File: src/rtl/seq_div_16by8.sv
// Iterative restoring divider: unsigned WIDTH_N-bit dividend by WIDTH_D-bit divisor,
// one quotient bit per clock, with optional skipping of the low APPROX_LSB quotient bits.
module seq_div_16by8 #(
    parameter int WIDTH_N    = 16,
    parameter int WIDTH_D    = 8,
    parameter int APPROX_LSB = 0
) (
    input  logic               clk,
    input  logic               rst_n,
    input  logic               in_valid,
    output logic               in_ready,
    input  logic [WIDTH_N-1:0] dividend,
    input  logic [WIDTH_D-1:0] divisor,
    output logic               out_valid,
    input  logic               out_ready,
    output logic [WIDTH_N-1:0] quotient,
    output logic [WIDTH_D-1:0] remainder,
    output logic               div_zero
);

    localparam int CNT_W = (WIDTH_N > 1) ? $clog2(WIDTH_N) : 1;
    localparam int ITERS = WIDTH_N - APPROX_LSB;

    typedef enum logic [1:0] {
        S_IDLE,
        S_CALC,
        S_DONE
    } state_t;

    state_t             r_state;
    state_t             w_next;
    logic [CNT_W-1:0]   r_cnt;
    logic [WIDTH_N-1:0] r_dvd;
    logic [WIDTH_D-1:0] r_dvs;
    logic [WIDTH_D-1:0] r_rem;
    logic [WIDTH_N-1:0] r_quo;
    logic [WIDTH_N-1:0] r_q_out;
    logic [WIDTH_D-1:0] r_r_out;
    logic               r_dz_out;

    logic               w_accept;
    logic               w_last;
    logic [WIDTH_D:0]   w_shift;
    logic [WIDTH_D:0]   w_sub;
    logic               w_ge;
    logic [WIDTH_D-1:0] w_rem_next;
    logic [WIDTH_N-1:0] w_quo_next;

    assign in_ready  = (r_state == S_IDLE);
    assign out_valid = (r_state == S_DONE);
    assign quotient  = r_q_out;
    assign remainder = r_r_out;
    assign div_zero  = r_dz_out;

    assign w_accept = in_valid && (r_state == S_IDLE);
    assign w_last   = (r_cnt == '0);

    // One restoring step; the partial remainder carries an extra bit so divisors
    // with the MSB set cannot overflow the comparison.
    assign w_shift    = {r_rem, r_dvd[WIDTH_N-1]};
    assign w_ge       = (w_shift >= {1'b0, r_dvs});
    assign w_sub      = w_shift - {1'b0, r_dvs};
    assign w_rem_next = w_ge ? w_sub[WIDTH_D-1:0] : w_shift[WIDTH_D-1:0];
    assign w_quo_next = {r_quo[WIDTH_N-2:0], w_ge};

    always_comb begin
        w_next = r_state;
        case (r_state)
            S_IDLE: begin
                if (w_accept) begin
                    w_next = (divisor == '0) ? S_DONE : S_CALC;
                end
            end
            S_CALC: begin
                if (w_last) begin
                    w_next = S_DONE;
                end
            end
            S_DONE: begin
                if (out_ready) begin
                    w_next = S_IDLE;
                end
            end
            default: w_next = S_IDLE;
        endcase
    end

    always_ff @(posedge clk or negedge rst_n) begin
        if (!rst_n) begin
            r_state <= S_IDLE;
        end else begin
            r_state <= w_next;
        end
    end

    always_ff @(posedge clk or negedge rst_n) begin
        if (!rst_n) begin
            r_cnt    <= '0;
            r_dvd    <= '0;
            r_dvs    <= '0;
            r_rem    <= '0;
            r_quo    <= '0;
            r_q_out  <= '0;
            r_r_out  <= '0;
            r_dz_out <= 1'b0;
        end else if (w_accept) begin
            // Full dividend is loaded; only its top ITERS bits are ever consumed.
            r_dvd <= dividend;
            r_dvs <= divisor;
            r_rem <= '0;
            r_quo <= '0;
            r_cnt <= CNT_W'(ITERS - 1);
            if (divisor == '0) begin
                r_q_out  <= '1;
                r_r_out  <= dividend[WIDTH_D-1:0];
                r_dz_out <= 1'b1;
            end
        end else if (r_state == S_CALC) begin
            r_dvd <= r_dvd << 1;
            r_rem <= w_rem_next;
            r_quo <= w_quo_next;
            r_cnt <= r_cnt - 1'b1;
            if (w_last) begin
                r_q_out  <= w_quo_next << APPROX_LSB;
                r_r_out  <= w_rem_next;
                r_dz_out <= 1'b0;
            end
        end
    end

endmodule
File: config.mk
export PLATFORM = sky130hd
export DESIGN_NAME = seq_div_16by8
export DESIGN_NICKNAME = d
export VERILOG_FILES = /design/src/rtl/seq_div_16by8.sv
export SDC_FILE = /design/constraint.sdc
export NUM_CORES = 1
export LEC_CHECK = 0
export CORE_ASPECT_RATIO = 1.25
export CORE_MARGIN = 2
export CORE_UTILIZATION = 30
export CTS_BUF_LIST = sky130_fd_sc_hd__clkbuf_8
export DETAILED_ROUTE_END_ITERATION = 6
export GPL_TIMING_DRIVEN = 0
export PLACE_DENSITY_LB_ADDON = 0.12
export SLEW_MARGIN = 20
export SYNTH_ARGS = -nofsm -noshare
export SYNTH_HDL_FRONTEND = slang
export SYNTH_SLANG_ARGS = --single-unit
File: constraint.sdc
create_clock -name clk -period 2.6 [get_ports clk]
set_input_delay 0.39 -clock clk [delete_from_list [all_inputs] [get_ports clk]]
set_output_delay 0.39 -clock clk [all_outputs]
set_load 0.05 [all_outputs]
==> tab_implementation.tex <==
\begin{tabular}{lr}
\hline
Metric & Value \\
\hline
\multicolumn{2}{l}{\textbf{Setup path}} \\
\quad Data arrival time of the critical path & 1.93 ns \\
\quad Crit Reg-Reg Endpoint & r\_rem[6] \\
\quad Startpoint kind of the worst setup timing path & flip-flop \\
\quad CP Capture Type & output pin \\
\quad Crit-path max FO & 15 \\
\quad Required arrival time at the worst endpoint & 2.21 ns \\
\quad Category of the most critical setup path & flip-flop to output pin \\
\quad R2R setup slack & approximately 0.30 ns \\
\quad Source of the worst register-to-register timing path & r\_dvd[15] \\
\quad Cell depth of the worst flop-to-flop path & 8 \\
\multicolumn{2}{l}{\textbf{Synth}} \\
\quad FFs w/ async S/R, synth & 1.00 \\
\quad Top cells by area, synth & dfrtp\_1 (51\%), nand2\_1 (5.5\%), o21ai\_0 (4.1\%), a22o\_1 (3.4\%), ha\_1 (2.9\%) \\
\quad Yosys top cell by area & dfrtp\_1 \\
\quad Top FF cell, synth & dfrtp\_1 \\
\quad Count of mapped cells out of synthesis & 390 \\
\quad Total of warnings raised by yosys & 0 \\
\quad Number of synthesized register bits & just under 80 \\
\quad Net Count, Synth & $\sim$430 \\
\quad Top cells by instance count after synthesis & dfrtp\_1 (78), nand2\_1 (56), o21ai\_0 (31), nor2\_1 (23), o21ai\_1 (21) \\
\quad Top cell type's share of synthesized area & 0.510 \\
\quad Number of synthesized flops with an enable pin & 0 \\
\quad Cell area after technology mapping & 3820 um\^{}2 \\
\quad Average size of a mapped cell & approximately 9.8 um\^{}2 \\
\quad Sequential element share of the synthesized area & 0.510 \\
\quad Leading cell type by number of instances after synthesis & dfrtp\_1 \\
\quad Post-synth cell types & 55 \\
\multicolumn{2}{l}{\textbf{Timing}} \\
\quad Total count of hold-check failures in the final report & 0 \\
\quad RSZ-0062 raised after global routing & false \\
\quad Transition time at the pin with the least slew margin & approximately 0.6 ns \\
\quad Post-route minimum period & between 2 and 2.5 ns \\
\quad Final cycle utilization of the critical path & 0.894 \\
\quad Clock skew & just over 0.01 ns \\
\quad Relative slew slack & 0.601 \\
\quad Fmax & 430 MHz \\
\quad Slew Limit Fails & 0 \\
\quad Post-layout worst setup margin & between 0.2 and 0.3 ns \\
\quad Final-report setup violation count & 0 \\
\multicolumn{2}{l}{\textbf{Floorplan}} \\
\quad Die area & around 14000 um\^{}2 \\
\quad Count of pins on the block boundary & between 50 and 60 \\
\quad Core area & around 13000 um\^{}2 \\
\quad Starting utilization of the core area & 0.305 \\
\quad Height of the chip & around 130 um \\
\quad Row cnt & 46 \\
\quad Die boundary width & about 100 um \\
\multicolumn{2}{l}{\textbf{Clocking}} \\
\quad Clock slew seen by the registers of the worst setup and hold paths & around 0.080 ns \\
\quad CTS tree & built \\
\quad Clk Latency, worst-skew pair & roughly 0.35 ns \\
\quad CTS Sinks & $\sim$80 \\
\quad Level count of the clock H-tree & 3 \\
\quad Number of buffers created by CTS & 9 \\
\quad Root buffer cell & clkbuf\_8 \\
\quad Max Root-Sink Buffers & 2 \\
\multicolumn{2}{l}{\textbf{Routing}} \\
\quad TritonRoute pass-1 iters & 6 \\
\quad Number of vias per cell after detailed routing & slightly below 5 \\
\quad Via count & just over 3000 \\
\quad Number of DRC violations after detailed routing & 0 \\
\quad Violation count after the first detailed-routing iteration & between 100 and 150 \\
\quad Aggregate routed wire length & approximately 10000 um \\
\quad Antenna violation net count after detailed routing & 0 \\
\quad Wire per inst & 15.9 um \\
\multicolumn{2}{l}{\textbf{GRT}} \\
\quad Vias in the first global route & about 3200 \\
\quad First-pass GRT wire length & 16300 um \\
\quad Remaining global-route overflow & 0 \\
\quad Maximum number of pins on one net before global-route repair & 53 \\
\quad Global-route usage over all layers & 0.155 \\
\quad Initial antenna violation count & 0 \\
\multicolumn{2}{l}{\textbf{Pwr}} \\
\quad Maximum ir drop on the vdd rail & $\sim$440 uV \\
\quad Areal power density over the cells & $\sim$1400 nW/um\^{}2 \\
\quad Leakage power figure & 2.10 nW \\
\multicolumn{2}{l}{\textbf{Status}} \\
\quad Result of the run & complete, no violations \\
\multicolumn{2}{l}{\textbf{Placed design}} \\
\quad Buffers added on ports & 54 \\
\quad Placed inst area & 4600 um\^{}2 \\
\quad Dpl ws & about 0.16 ns \\
\quad Detailed-placement wirelength estimate & 7380 um \\
\quad Final weighted congestion in routability-driven placement & about 0.76 \\
\multicolumn{2}{l}{\textbf{Layout}} \\
\quad Antenna diodes & 0 \\
\quad Fraction of final layout cells sized beyond drive strength 1 & 0.0803 \\
\quad Design Area, Final & between 4000 and 5000 um\^{}2 \\
\quad Area delta synth->final & 26.6\% \\
\quad \# nets final & a little under 500 \\
\quad Storage element area & approximately 2000 um\^{}2 \\
\quad Area of the multi-input gates & around 1700 um\^{}2 \\
\quad Count of filler cells inserted in the layout & 1303 \\
\multicolumn{2}{l}{\textbf{Worst hold path}} \\
\quad Hold Path Origin & quotient[8] \\
\quad Hold path endpoint & quotient[8] \\
\quad Hold depth & 2 \\
\quad HP Class & flip-flop to flip-flop \\
\multicolumn{2}{l}{\textbf{Run}} \\
\quad Maximum Capacitance Violations & 0 \\
\hline
\end{tabular}
[routing by layer]
layer,vias up,GRT usage,routed length (um)
li1,1520,-,-
met1,1516,0.189,4390
met2,33,0.273,5210
met3,9,0.0330,262
met4,0,0.0510,127
met5,-,0,0
[where the power goes]
part | internal [mW] | switching, mW
registers | 1.73 | 0.362
clock network | 0.593 | 0.456
logic | 1.37 | 2.17
[cells by family (layout without fill, tap and decap cells)]
kind of cell	after synthesis	count (layout)	share of synthesized area
xor+xnor	6	6	0.0137
buf+inv	42	113	0.0497
compound gates	124	124	0.213
simple gates	119	119	0.149
mux	11	11	0.0288
flops	78	78	0.510
fa+ha+maj	10	10	0.0347
[sequential cells by signal, indices dropped and copies added (netlist names)]
name	count
r_quo	15
r_state	2
quotient	16
r_cnt	4
r_rem	8
r_dvd	16
remainder	8
div_zero	1
r_dvs	8
[metrics by stage]
stage	hold slack, ns	setup TNS [ns]	total power [mW]	instances	utilization
2_1_floorplan	0.0944	0	4.61	390	-
3_3_place_gp	0.461	-142.69	5.63	612	0.365
3_5_place_dp	0.349	0	5.69	613	0.367
4_1_cts	0.489	0	6.76	630	0.386
5_1_grt	0.507	0	7.21	629	0.386
6_report	0.485	0	6.68	629	0.386
[area by class of cell]
type                       instances  share of cell area
clock buffer                      11              0.0313
multi-input combinational        270               0.347
timing repair buffer              56               0.119
buffer                            26              0.0269
tap                              168              0.0434
clock inverter                     5              0.0168
sequential                        78               0.403
inverter                          15              0.0116
[worst max-delay path, cell delays in order, from the launching register on]
cell and delay, ns:
dfrtp_1 0.54, nor2_1 0.22, clkdlybuf4s50_1 0.83
[worst max path at each step]
| stage | startpoint | endpoint | cells after the start |
|---|---|---|---|
| 5_1_grt | r_state[1] | in_ready | 2 |
| 2_1_floorplan | r_state[0] | quotient[10] | 6 |
| 6_report | r_state[1] | in_ready | 2 |
| 4_1_cts | r_state[1] | out_valid | 4 |
| 3_3_place_gp | rst_n | r_dvs[1] | 1 |
| 3_5_place_dp | in_valid | remainder[5] | 8 |
[timing repair]
action	in CTS	in global routing
buffers inserted	0	0
gates resized for setup	0	1
hold buffers	1	0
setup endpoints to repair	0	1
hold endpoints to repair	26	0
[cells in the final DEF (no fill, tap or decap), drive strengths merged, types with 3 or more instances in the layout]
cell type      count
a31oi              6
a22o              15
a21boi             3
nor3b              3
a22oi              8
nand2             56
nand3              3
nor3               8
buf               14
a21oi             13
clkbuf            25
nand2b             3
nor2b              4
inv               15
ha                 9
clkdlybuf4s50     52
o31ai              7
nor2              23
o21ai             52
mux2i             11
xnor2              4
or3                5
and2               5
dfrtp             78
Note: power is estimated with default switching activity, not from simulation.
